### src/rtl/axis_pe_pkg.sv
// rtl/axis_pe_pkg.sv - shared constants and arithmetic helpers for axis_pe_dot
//
// Contents:
//   MODE_BEAT / MODE_PKT : values of the mode input (per-beat / packet accumulate)
//   WIDE_W               : width of the internal headroom used for overflow checks
//   lane_lsb()           : bit offset of a lane operand inside s_axis_tdata
//   fits()               : true when a wide signed value is representable in w bits
//   sat_add()            : signed add clamped to the w-bit signed range
package axis_pe_pkg;

  localparam logic MODE_BEAT = 1'b0;
  localparam logic MODE_PKT  = 1'b1;

  // Accumulator widths up to WIDE_W-1 bits can be added here without the
  // wide sum itself wrapping.
  localparam int WIDE_W = 64;

  // Lane i packs a at [2i*OP_W +: OP_W] and b directly above it.
  function automatic int lane_lsb(input int lane, input int op_w, input bit is_b);
    return (2 * lane + (is_b ? 1 : 0)) * op_w;
  endfunction

  function automatic logic fits(input logic signed [WIDE_W-1:0] x, input int w);
    logic signed [WIDE_W-1:0] hi;
    logic signed [WIDE_W-1:0] lo;
    hi = (64'sd1 <<< (w - 1)) - 64'sd1;
    lo = -(64'sd1 <<< (w - 1));
    return (x <= hi) && (x >= lo);
  endfunction

  function automatic logic signed [WIDE_W-1:0] sat_add(input logic signed [WIDE_W-1:0] a,
                                                       input logic signed [WIDE_W-1:0] b,
                                                       input int w);
    logic signed [WIDE_W-1:0] s;
    logic signed [WIDE_W-1:0] hi;
    logic signed [WIDE_W-1:0] lo;
    s  = a + b;
    hi = (64'sd1 <<< (w - 1)) - 64'sd1;
    lo = -(64'sd1 <<< (w - 1));
    if (s > hi) begin
      s = hi;
    end else if (s < lo) begin
      s = lo;
    end
    return s;
  endfunction

endpackage

### src/rtl/axis_pe_lane_mul.sv
// rtl/axis_pe_lane_mul.sv - one registered signed OP_W x OP_W multiplier lane
//
// Ports:
//   clk_i  : clock
//   rst_i  : asynchronous active-high reset, clears the product
//   en_i   : load enable, product register holds when low
//   a_i    : signed operand a
//   b_i    : signed operand b
//   p_o    : registered signed product, 2*OP_W bits (never overflows)
module axis_pe_lane_mul #(
  parameter int OP_W = 8
) (
  input  logic                   clk_i,
  input  logic                   rst_i,
  input  logic                   en_i,
  input  logic signed [OP_W-1:0] a_i,
  input  logic signed [OP_W-1:0] b_i,
  output logic signed [2*OP_W-1:0] p_o
);

  logic signed [2*OP_W-1:0] p_d;
  logic signed [2*OP_W-1:0] p_q;

  // Widen both operands first so the multiply is carried out at full width.
  always_comb begin
    p_d = (2*OP_W)'(a_i) * (2*OP_W)'(b_i);
  end

  always_ff @(posedge clk_i or posedge rst_i) begin
    if (rst_i) begin
      p_q <= '0;
    end else if (en_i) begin
      p_q <= p_d;
    end
  end

  assign p_o = p_q;

endmodule

### src/rtl/axis_pe_dot.sv
// rtl/axis_pe_dot.sv - AXI-Stream dot-product processing element, per-beat or per-packet output
//
// Two pipeline stages: lane products, then lane sum / accumulate into the
// output register. The whole pipeline advances when the output register is
// empty or being taken (adv).
// Optional feature macro: AXIS_PE_SAT_EN (saturating accumulator; default wraps).
//
// Ports:
//   aclk, areset   : clock, asynchronous active-high reset
//   en             : accept enable (pipeline still drains when low)
//   mode           : 0 = one result per beat, 1 = one accumulated result per packet
//   s_axis_*       : input stream, LANES signed (a, b) operand pairs per beat
//   m_axis_*       : output stream, ACC_W-bit signed result
//   ovf            : sticky accumulator overflow, cleared only by reset
module axis_pe_dot
  import axis_pe_pkg::*;
#(
  parameter  int LANES = 2,
  parameter  int OP_W  = 8,
  parameter  int ACC_W = 32,
  localparam int S_W   = 2 * LANES * OP_W
) (
  input  logic             aclk,
  input  logic             areset,
  input  logic             en,
  input  logic             mode,
  output logic             s_axis_tready,
  input  logic [S_W-1:0]   s_axis_tdata,
  input  logic             s_axis_tvalid,
  input  logic             s_axis_tlast,
  input  logic             m_axis_tready,
  output logic [ACC_W-1:0] m_axis_tdata,
  output logic             m_axis_tvalid,
  output logic             m_axis_tlast,
  output logic             ovf
);

  localparam int P_W = 2 * OP_W;

  logic adv;
  logic accept;
  logic mode_cur;

  logic in_pkt_q;
  logic mode_pkt_q;
  logic v1_q;
  logic last1_q;
  logic mode1_q;

  logic signed [P_W-1:0]   prod [LANES];
  logic signed [ACC_W-1:0] beat;
  logic signed [ACC_W-1:0] acc_q;
  logic signed [ACC_W-1:0] acc_d;
  logic signed [WIDE_W-1:0] sum_w;
  logic                    add_ovf;

  logic [ACC_W-1:0] m_tdata_q;
  logic             m_tvalid_q;
  logic             m_tlast_q;
  logic             ovf_q;

  assign adv           = !m_tvalid_q || m_axis_tready;
  assign s_axis_tready = en && adv && !areset;
  assign accept        = s_axis_tvalid && s_axis_tready;

  // The mode seen by a beat is the live input only on the first beat of a
  // packet; later beats reuse the value latched at packet start.
  assign mode_cur = in_pkt_q ? mode_pkt_q : mode;

  // Stage 1: one registered multiplier per lane, loaded only by accepted beats.
  // The v1 flag below decides whether the product registers carry a real beat.
  for (genvar i = 0; i < LANES; i++) begin : g_lane
    axis_pe_lane_mul #(
      .OP_W (OP_W)
    ) u_mul (
      .clk_i (aclk),
      .rst_i (areset),
      .en_i  (accept),
      .a_i   (s_axis_tdata[lane_lsb(i, OP_W, 1'b0) +: OP_W]),
      .b_i   (s_axis_tdata[lane_lsb(i, OP_W, 1'b1) +: OP_W]),
      .p_o   (prod[i])
    );
  end

  always_comb begin
    beat = '0;
    for (int i = 0; i < LANES; i++) begin
      beat = beat + ACC_W'(prod[i]);
    end
  end

  // Accumulate in wide headroom so overflow is visible as an out-of-range sum.
  always_comb begin
    sum_w   = WIDE_W'(acc_q) + WIDE_W'(beat);
    add_ovf = !fits(sum_w, ACC_W);
  end

`ifdef AXIS_PE_SAT_EN
  logic signed [WIDE_W-1:0] sat_w;

  always_comb begin
    sat_w = sat_add(WIDE_W'(acc_q), WIDE_W'(beat), ACC_W);
    acc_d = sat_w[ACC_W-1:0];
  end
`else
  always_comb begin
    acc_d = sum_w[ACC_W-1:0];
  end
`endif

  always_ff @(posedge aclk or posedge areset) begin
    if (areset) begin
      in_pkt_q   <= 1'b0;
      mode_pkt_q <= MODE_BEAT;
      v1_q       <= 1'b0;
      last1_q    <= 1'b0;
      mode1_q    <= MODE_BEAT;
      acc_q      <= '0;
      m_tdata_q  <= '0;
      m_tvalid_q <= 1'b0;
      m_tlast_q  <= 1'b0;
      ovf_q      <= 1'b0;
    end else begin
      if (accept) begin
        in_pkt_q   <= !s_axis_tlast;
        mode_pkt_q <= mode_cur;
      end
      if (adv) begin
        v1_q    <= accept;
        last1_q <= s_axis_tlast;
        mode1_q <= mode_cur;
        if (v1_q) begin
          if (mode1_q == MODE_BEAT) begin
            m_tdata_q  <= beat;
            m_tvalid_q <= 1'b1;
            m_tlast_q  <= last1_q;
          end else begin
            if (add_ovf) begin
              ovf_q <= 1'b1;
            end
            if (last1_q) begin
              m_tdata_q  <= acc_d;
              m_tvalid_q <= 1'b1;
              m_tlast_q  <= 1'b1;
              acc_q      <= '0;
            end else begin
              acc_q      <= acc_d;
              m_tvalid_q <= 1'b0;
            end
          end
        end else begin
          m_tvalid_q <= 1'b0;
        end
      end
    end
  end

  assign m_axis_tdata  = m_tdata_q;
  assign m_axis_tvalid = m_tvalid_q;
  assign m_axis_tlast  = m_tlast_q;
  assign ovf           = ovf_q;

endmodule

### config.mk
export PLATFORM = sky130hd
export DESIGN_NAME = axis_pe_dot
export DESIGN_NICKNAME = d
export VERILOG_FILES = /design/src/rtl/axis_pe_pkg.sv /design/src/rtl/axis_pe_lane_mul.sv /design/src/rtl/axis_pe_dot.sv
export SDC_FILE = /design/constraint.sdc
export NUM_CORES = 1
export LEC_CHECK = 0
export CORE_ASPECT_RATIO = 1.75
export CORE_MARGIN = 2
export CORE_UTILIZATION = 41
export CTS_CLUSTER_DIAMETER = 200
export DETAILED_ROUTE_END_ITERATION = 10
export SKIP_LAST_GASP = 1
export SLEW_MARGIN = 30
export SYNTH_ARGS = -nofsm -noshare
export SYNTH_HDL_FRONTEND = slang
export SYNTH_SLANG_ARGS = --single-unit
### constraint.sdc
create_clock -name aclk -period 5.6 [get_ports aclk]
set_input_delay 1.12 -clock aclk [delete_from_list [all_inputs] [get_ports aclk]]
set_output_delay 1.12 -clock aclk [all_outputs]
set_load 0.01 [all_outputs]
==> results.txt, run 1 <==
* GRT Total Usage: 0.196
- For the worst setup path, the data arrival time is 5.56 ns.
- At the worst endpoint, the required time is 5.83 ns.
- Buffers placed on the I/O ports in this run total 74.
* Placed inst area: 0.0126 mm^2
* Top cells by count, synth: inv_1, nand2_1, fa_1, ha_1, dfrtp_1
- Count of final max-slew check failures: 0
- Die area: 0.0284 mm^2
- Depth of the worst register-to-register path: 20
- RSZ-0062 raised after global routing: no
- For this configuration, the core starts out at a cell density of 0.417.
* Summed negative setup slack over all endpoints: 0 ns
* Most numerous cell on the critical path: fa_1
- Area share of the largest cell type after synthesis: 0.235
* Worst setup endpoint: g_lane[1].u_mul.p_o[14]
- The critical path is of the in -> reg type.
- Hold-fix buffers at CTS: 0
* CTS tree: built
- Count of max-cap constraint violations: 0
- Share of flip-flops with an asynchronous set or reset: 1.00
- Synth Warn #: 0
* Std cell rows: 79
* Final antenna-violating net count: 0
* Slew at the pin closest to its max-slew limit: 0.803 ns
* R2R Path Start: g_lane[1].u_mul.p_o[0]
- Largest area contributor in the synthesized netlist: dfrtp_1
* Synthesized instance count: 1,179
- Setup violations remaining at the end of the flow were counted as 0.
- Flop-to-flop setup slack: 0.45 ns
- TritonCTS created 9 clock buffers.
- Total routed wirelength: 26,300 um
- For this design, the sink count on the clock tree is 104.
- For this run, design rule violations remaining after detail routing come to 0.
- Routability congestion estimate: 0.891
- Die extent in x: 128 um
- Status: completed
* First-pass GRT wire length: 44,000 um
- Worst slew margin: 0.464
- Worst hold path class: reg -> reg
* Element type at the critical path start: primary input
* Post-synth net total: 1,437
- Area of the core: 0.0266 mm^2
- 75 I/O pins were placed.
- The pre-antenna-repair detailed-routing pass consisted of 4 iterations.
- Final HPWL from detailed placement: 21,900 um
* Cell at the root of the clock tree: clkbuf_16
- Synthesis instantiated 62 different standard cells from the library.
* Layout cells sized above 1: 0.0925
- Detailed router's first-iteration violation count: 343
- Final critical delay including setup and external delays: 5.33 ns
- Setup skew after layout: 0.00648 ns
* Number of enable flip-flop cells after synthesis: 0
- Biggest fanout along the worst timing path: 8
- Of the available clock period, the critical path in the final layout requires 0.952.
- IR analysis of the VDD net gives a maximum drop of 0.281 mV.
* Sequential share of the synthesized area: 0.235
* Most frequent cell after synthesis: inv_1
* Worst flop-to-flop path endpoint: m_axis_tdata[30]
- The startpoint identified for the worst hold timing path is m_axis_tdata[20].
- From bottom edge to top edge, the die measures 221 um.
* Initial antenna violation count: 0
- In this run, synthesis produced a sequential element count of 104.
- Number of global-route vias before repair: 9,063
- Clock-pin slew of the registers on the worst-case setup and hold paths: 0.07 ns
- For this run, the share of the core covered by cells in the final layout is 0.487.
* Fmax achieved: 0.188 GHz
- The largest individual stage delay along the critical path comes from the cell clkdlybuf4s50_1.
* Leading cell types by total area after synthesis: dfrtp_1, fa_1, ha_1
* Number of stages on the worst hold path: 2
* Origin of the worst setup path: s_axis_tdata[19]
- After detailed routing, the average wire length per cell comes to 16.1 um.
- After routing the design area is 0.0130 mm^2.
* Antenna fix cells: 0
* Mapped cell area: 0.0111 mm^2
- The clock reaches the later pin of the worst-skew pair after 0.36 ns.
* Overall power: 8.45 mW
- Walking the worst path, the cells encountered are clkdlybuf4s50_1 -> and2_1 -> fa_1 -> inv_1 -> fa_1 -> fa_1 -> fa_1 -> inv_1 -> ha_1 -> nor2b_1 -> o21ai_0 -> nand2b_1 -> a21o_1 -> a21o_1 -> a21o_1 -> a31o_2 -> mux2i_1 -> o311ai_1.
* Total power per unit cell area: 652 mW/mm^2
* Synth-to-layout area growth: 16.9%
- Maximum count of clock buffers along a single path: 2
- Per-instance average area after synthesis: 9.40 um^2
- Net count, final: 1,561
* Pin count of the biggest net entering global routing: 65
- Critical Path End Type: flip-flop
- Leakage power summed over all cells: 6.36 nW
* Leftover overflow at the end of global routing: 0
- The H-tree was split into 3 levels.
- Maximum single-stage delay on the critical path: 0.56 ns
* Main synth FF type: dfrtp_1
- Using the TritonRoute via totals, the vias-per-cell ratio works out to 5.24.
- Total number of vias: 8,550
- Setup Slack @ Placement: -0.175 ns
- The final count of hold timing violations was 0.
* Worst setup margin: 0.271 ns
final cells by class:
cell class	count	area (um^2)
fill	2520	13600
multi-input combinational	908	7860
sequential	104	2600
timing repair buffer	146	1280
inverter	134	505
tap	324	405
clock buffer	10	229
clock inverter	6	68.8
through the flow:
stage                     cells  hold WS (ns)
after global routing       1632         0.506
after CTS                  1632         0.486
after detailed placement   1616         0.471
after global placement     1616         0.462
after floorplan            1179         0.454
final                      1632         0.475
worst min path at each step:
stage,endpoint,slack (ns)
after CTS,m_axis_tdata[20],0.49
after detailed placement,m_axis_tdata[20],0.47
after global placement,m_axis_tdata[20],0.46
after global routing,m_axis_tdata[20],0.51
final,m_axis_tdata[20],0.47
after floorplan,g_lane[1].u_mul.p_o[0],0.45
where the power goes:
group	internal (mW)	switching, mW
combinational	2.92	3.56
clock	0.349	0.299
sequential	1.07	0.243
total	4.35	4.10
sequential cells by signal, summed over array words and instances (netlist names):
register and count:
m_axis_tdata 32, m_axis_tlast 1, v1_q 1, m_axis_tvalid 1
acc_q 32, g_lane.u_mul.p_o 32, last1_q 1, mode_pkt_q 1
in_pkt_q 1, ovf 1, mode1_q 1
kinds of logic (layout without fill, tap and decap cells):
| kind of cell | count (synthesis) | in the layout | synth area share |
|---|---|---|---|
| compound gates | 260 | 260 | 0.155 |
| xor+xnor | 71 | 71 | 0.0561 |
| fa+ha+maj | 219 | 219 | 0.323 |
| buf+inv | 167 | 296 | 0.0570 |
| flops | 104 | 104 | 0.235 |
| mux | 21 | 21 | 0.0201 |
| simple gates | 337 | 337 | 0.153 |
layer usage:
| metal | global-route usage | vias to the layer above | wire (um) | share of wire |
|---|---|---|---|---|
| met2 | 0.372 | 140 | 14700 | 0.56 |
| met5 | 0 | - | 0 | 0 |
| met1 | 0.209 | 4155 | 9700 | 0.37 |
| met3 | 0.0186 | 53 | 601 | 0.023 |
| li1 | - | 4202 | - | - |
| met4 | 0.101 | 0 | 1320 | 0.050 |
what timing repair did:
action | CTS | global route
setup buffers | 0 | 0
setup endpoints to repair | 0 | 2
gates resized for setup | 0 | 3
critical path, delay by kind of cell:
kind / cells / cell delay, ns
buf+inv: 3 / 0.70
fa+ha+maj: 5 / 2.10
simple gates: 3 / 0.45
compound gates: 6 / 1.02
mux: 1 / 0.14
cells in the final DEF (no fill, tap or decap), types with 6 or more instances in the layout:
master / n
a21o_1: 29
a21oi_1: 62
a22o_1: 27
a31oi_1: 8
and2_1: 78
and3_1: 8
buf_4: 72
clkbuf_16: 9
clkdlybuf4s50_1: 73
dfrtp_1: 103
fa_1: 112
ha_1: 107
inv_1: 132
mux2_2: 10
mux2i_1: 11
nand2_1: 122
nand2b_1: 31
nand3_1: 9
nand4_1: 6
nor2_1: 44
nor2b_1: 7
nor3_1: 12
o21a_1: 11
o21ai_0: 67
xnor2_1: 49
xor2_1: 22
Power figures use the tool's default switching activity.
==> inputs of run 2 (changes only) <==
--- a/config.mk
+++ b/config.mk
@@ -10,6 +10,7 @@
 export CORE_UTILIZATION = 41
 export CTS_CLUSTER_DIAMETER = 200
 export DETAILED_ROUTE_END_ITERATION = 10
+export PLACE_DENSITY = 0.66
 export SKIP_LAST_GASP = 1
 export SLEW_MARGIN = 30
 export SYNTH_ARGS = -nofsm -noshare
==> run 2 against run 1 <==
  * Count of clock-buffer cells in the layout fell by 1
  * Clock skew rose by 0.0069 ns
  * Critical path depth rose by 2
  * Global-route usage is 0.33 points lower
  * Sequential share of layout area barely moved
  * Sequential cell count is the same
  * First-iteration DRC count is 25% higher
  * Cell count is 0.12% lower
  * Worst setup slack worse by 0.031 ns
  * Worst hold slack improved by 0.0054 ns
  * Core utilization shrank 0.080 points
==> results.txt, run 2 (synthesized netlist as in run 1, its figures left out) <==
* Critical Path End Type: flip-flop
- On the critical path, the stage with the largest delay is an instance of fa_1.
* Final critical delay including setup and external delays: 5.36 ns
- Leakage power summed over all cells: 6.35 nW
- Final number of setup-violating endpoints: 0
* Summed negative setup slack over all endpoints: 0 ns
- The final count of hold timing violations is 0.
- Summed over all nets, the half-perimeter wirelength after detailed placement is 21,600 um.
- Final antenna-violating net count: 0
- Share of the cycle needed by the critical path after routing: 0.957
- In the routed design, unresolved DRC markers number 0.
- Between clock sinks in the finished design, the worst skew comes to 0.0134 ns.
* First-pass GRT wire length: 43,900 um
- After clock tree synthesis, the clock-pin slew on the worst setup and hold paths is 0.08 ns.
- Number of buffers added for setup after CTS: 0
- Measured along the y axis, the die boundary spans 221 um.
* Clock Sink Count: 104
- For this run, the share of the core covered by cells in the final layout is 0.486.
- Fmax achieved: 0.187 GHz
* Net count, final: 1,559
* Total power per unit cell area: 651 mW/mm^2
* Antenna fix cells: 0
- Routability congestion estimate: 0.853
- Worst slew margin: 0.484
- Element type at the critical path start: primary input
- Clock latency on the worst-skew pair: 0.37 ns
- Overall power: 8.42 mW
- Across all hold checks on the routed design, the worst slack comes to 0.480 ns.
* Pin count of the biggest net entering global routing: 63
- Number of global-route vias before repair: 9,100
* Worst Path Class, Setup: in -> reg
- The cell sitting at the root of the clock tree is a clkbuf_16.
* Die extent in x: 128 um
* I/O Buffers: 74
- At the placement stage, the worst setup path has a slack of -0.166 ns.
* Total number of vias: 8,539
- In the final layout, the share of cells above drive strength 1 is 0.0911.
- Non-Filler Cell Area, Final: 0.0129 mm^2
- For this run, the slowest stage of the critical path takes 0.56 ns.
- VDD sags by at most 0.279 mV.
* Most common library cell in the layout ignoring fill and taps: inv_1
- Total number of cells along the worst setup path: 20
- Depth of the worst register-to-register path: 17
- Leftover overflow at the end of global routing: 0
- Count of final max-slew check failures: 0
- Across every metal layer, demand over resource in global routing totals 0.192.
* Worst hold path class: reg -> reg
* Hold-fix buffers at CTS: 0
* RSZ-0062 raised after global routing: no
* TritonCTS Buffers: 9
* Std cell rows: 79
- Slew at the pin closest to its max-slew limit: 0.774 ns
- Biggest fanout along the worst timing path: 6
- Synth-to-layout area growth: 16.7%
- Count of max-cap constraint violations: 0
- For this block, the initial DRC count from the detailed router was 429.
* Critical Path AT: 5.59 ns
- After layout, the worst setup slack is 0.240 ns.
- In this run the cell area measured after placement is 0.0126 mm^2.
* Number of stages on the worst hold path: 2
* Initial cell density of the core: 0.417
* Status: completed
- I/O pin count: 75
* CTS tree: built
- Number of buffer and inverter instances along the worst setup path: 5
- The floorplan step defined a core boundary enclosing 0.0266 mm^2.
- Routed wire per std cell: 16.0 um
- Total routed wirelength: 26,000 um
- The first detailed-routing pass ran for 5 iterations.
- Walking the worst path, the cells encountered are clkdlybuf4s50_1 -> and2_1 -> ha_1 -> inv_1 -> fa_1 -> inv_1 -> ha_1 -> inv_1 -> fa_1 -> inv_1 -> ha_1 -> a21o_1 -> a21o_1 -> a21o_1 -> a31o_2 -> a211oi_1 -> o21ai_0 -> a21oi_1 -> xnor2_1 -> o21ai_0.
- The die covers 0.0284 mm^2.
- STA puts the critical path data required time at 5.84 ns.
- Dividing the detail-routed via count by the number of cells gives 5.24.
* Post-placement cell count: 1,614
- Initial antenna violation count: 0
- Counting along the longest clock path gives a buffer depth of 2.
- Commonest cells after routing, fill and taps aside: inv_1, nand2_1, fa_1, ha_1, dfrtp_1
* Largest delay share family, worst path: adder cells
- CTS H-tree lvls: 3
- The finished layout holds 1,630 standard cells, fillers aside.
- The cell that appears most often on the critical path is inv_1.
## run 2: layout make-up
| cell class | instances | area [um^2] |
|---|---|---|
| clock buffer | 9 | 225 |
| clock inverter | 7 | 71.3 |
| fill | 2493 | 13700 |
| inverter | 134 | 505 |
| multi-input combinational | 908 | 7850 |
| sequential | 104 | 2600 |
| tap | 324 | 405 |
| timing repair buffer | 144 | 1270 |
## run 2: repair_timing
item | in CTS | in global routing
endpoints found under the hold margin | 0 | 0
setup endpoints to repair | 0 | 1
resized for setup | 0 | 1
## run 2: worst register-to-register path, stage by stage (launching register included)
cell,delay [ns]
dfrtp_1,0.48
ha_1,0.35
a211oi_2,0.22
nor2_1,0.10
o31a_1,0.30
a21o_1,0.19
or4b_1,0.47
a31oi_1,0.22
xnor2_1,0.13
ha_1,0.45
nand4_1,0.14
or2_1,0.29
o22ai_1,0.29
nor3_1,0.16
o31a_1,0.39
o31a_1,0.36
xnor2_1,0.16
a221o_2,0.36
## run 2: final timing paths
check | startpoint | to | slack (ns)
setup / recovery | s_axis_tdata[20] | g_lane[1].u_mul.p_o[15] | 0.24
hold / removal | m_axis_tdata[24] | m_axis_tdata[24] | 0.48
setup reg to reg | g_lane[1].u_mul.p_o[1] | m_axis_tdata[30] | 0.42
hold reg to reg | m_axis_tdata[24] | m_axis_tdata[24] | 0.48
max in group asynchronous | areset | mode1_q | 3.07
min in group asynchronous | areset | m_axis_tdata[2] | 1.29
## run 2: power by group
part | switching, mW | internal [mW] | leakage (nW)
registers | 0.247 | 1.07 | 1.30
logic | 3.55 | 2.90 | 4.91
clock network | 0.329 | 0.317 | 0.146
## run 2: per-layer routing
layer | wire length [um] | track usage
met1 | 9730 | 0.205
met4 | 875 | 0.0730
met3 | 612 | 0.0198
met5 | 0 | 0
met2 | 14800 | 0.377
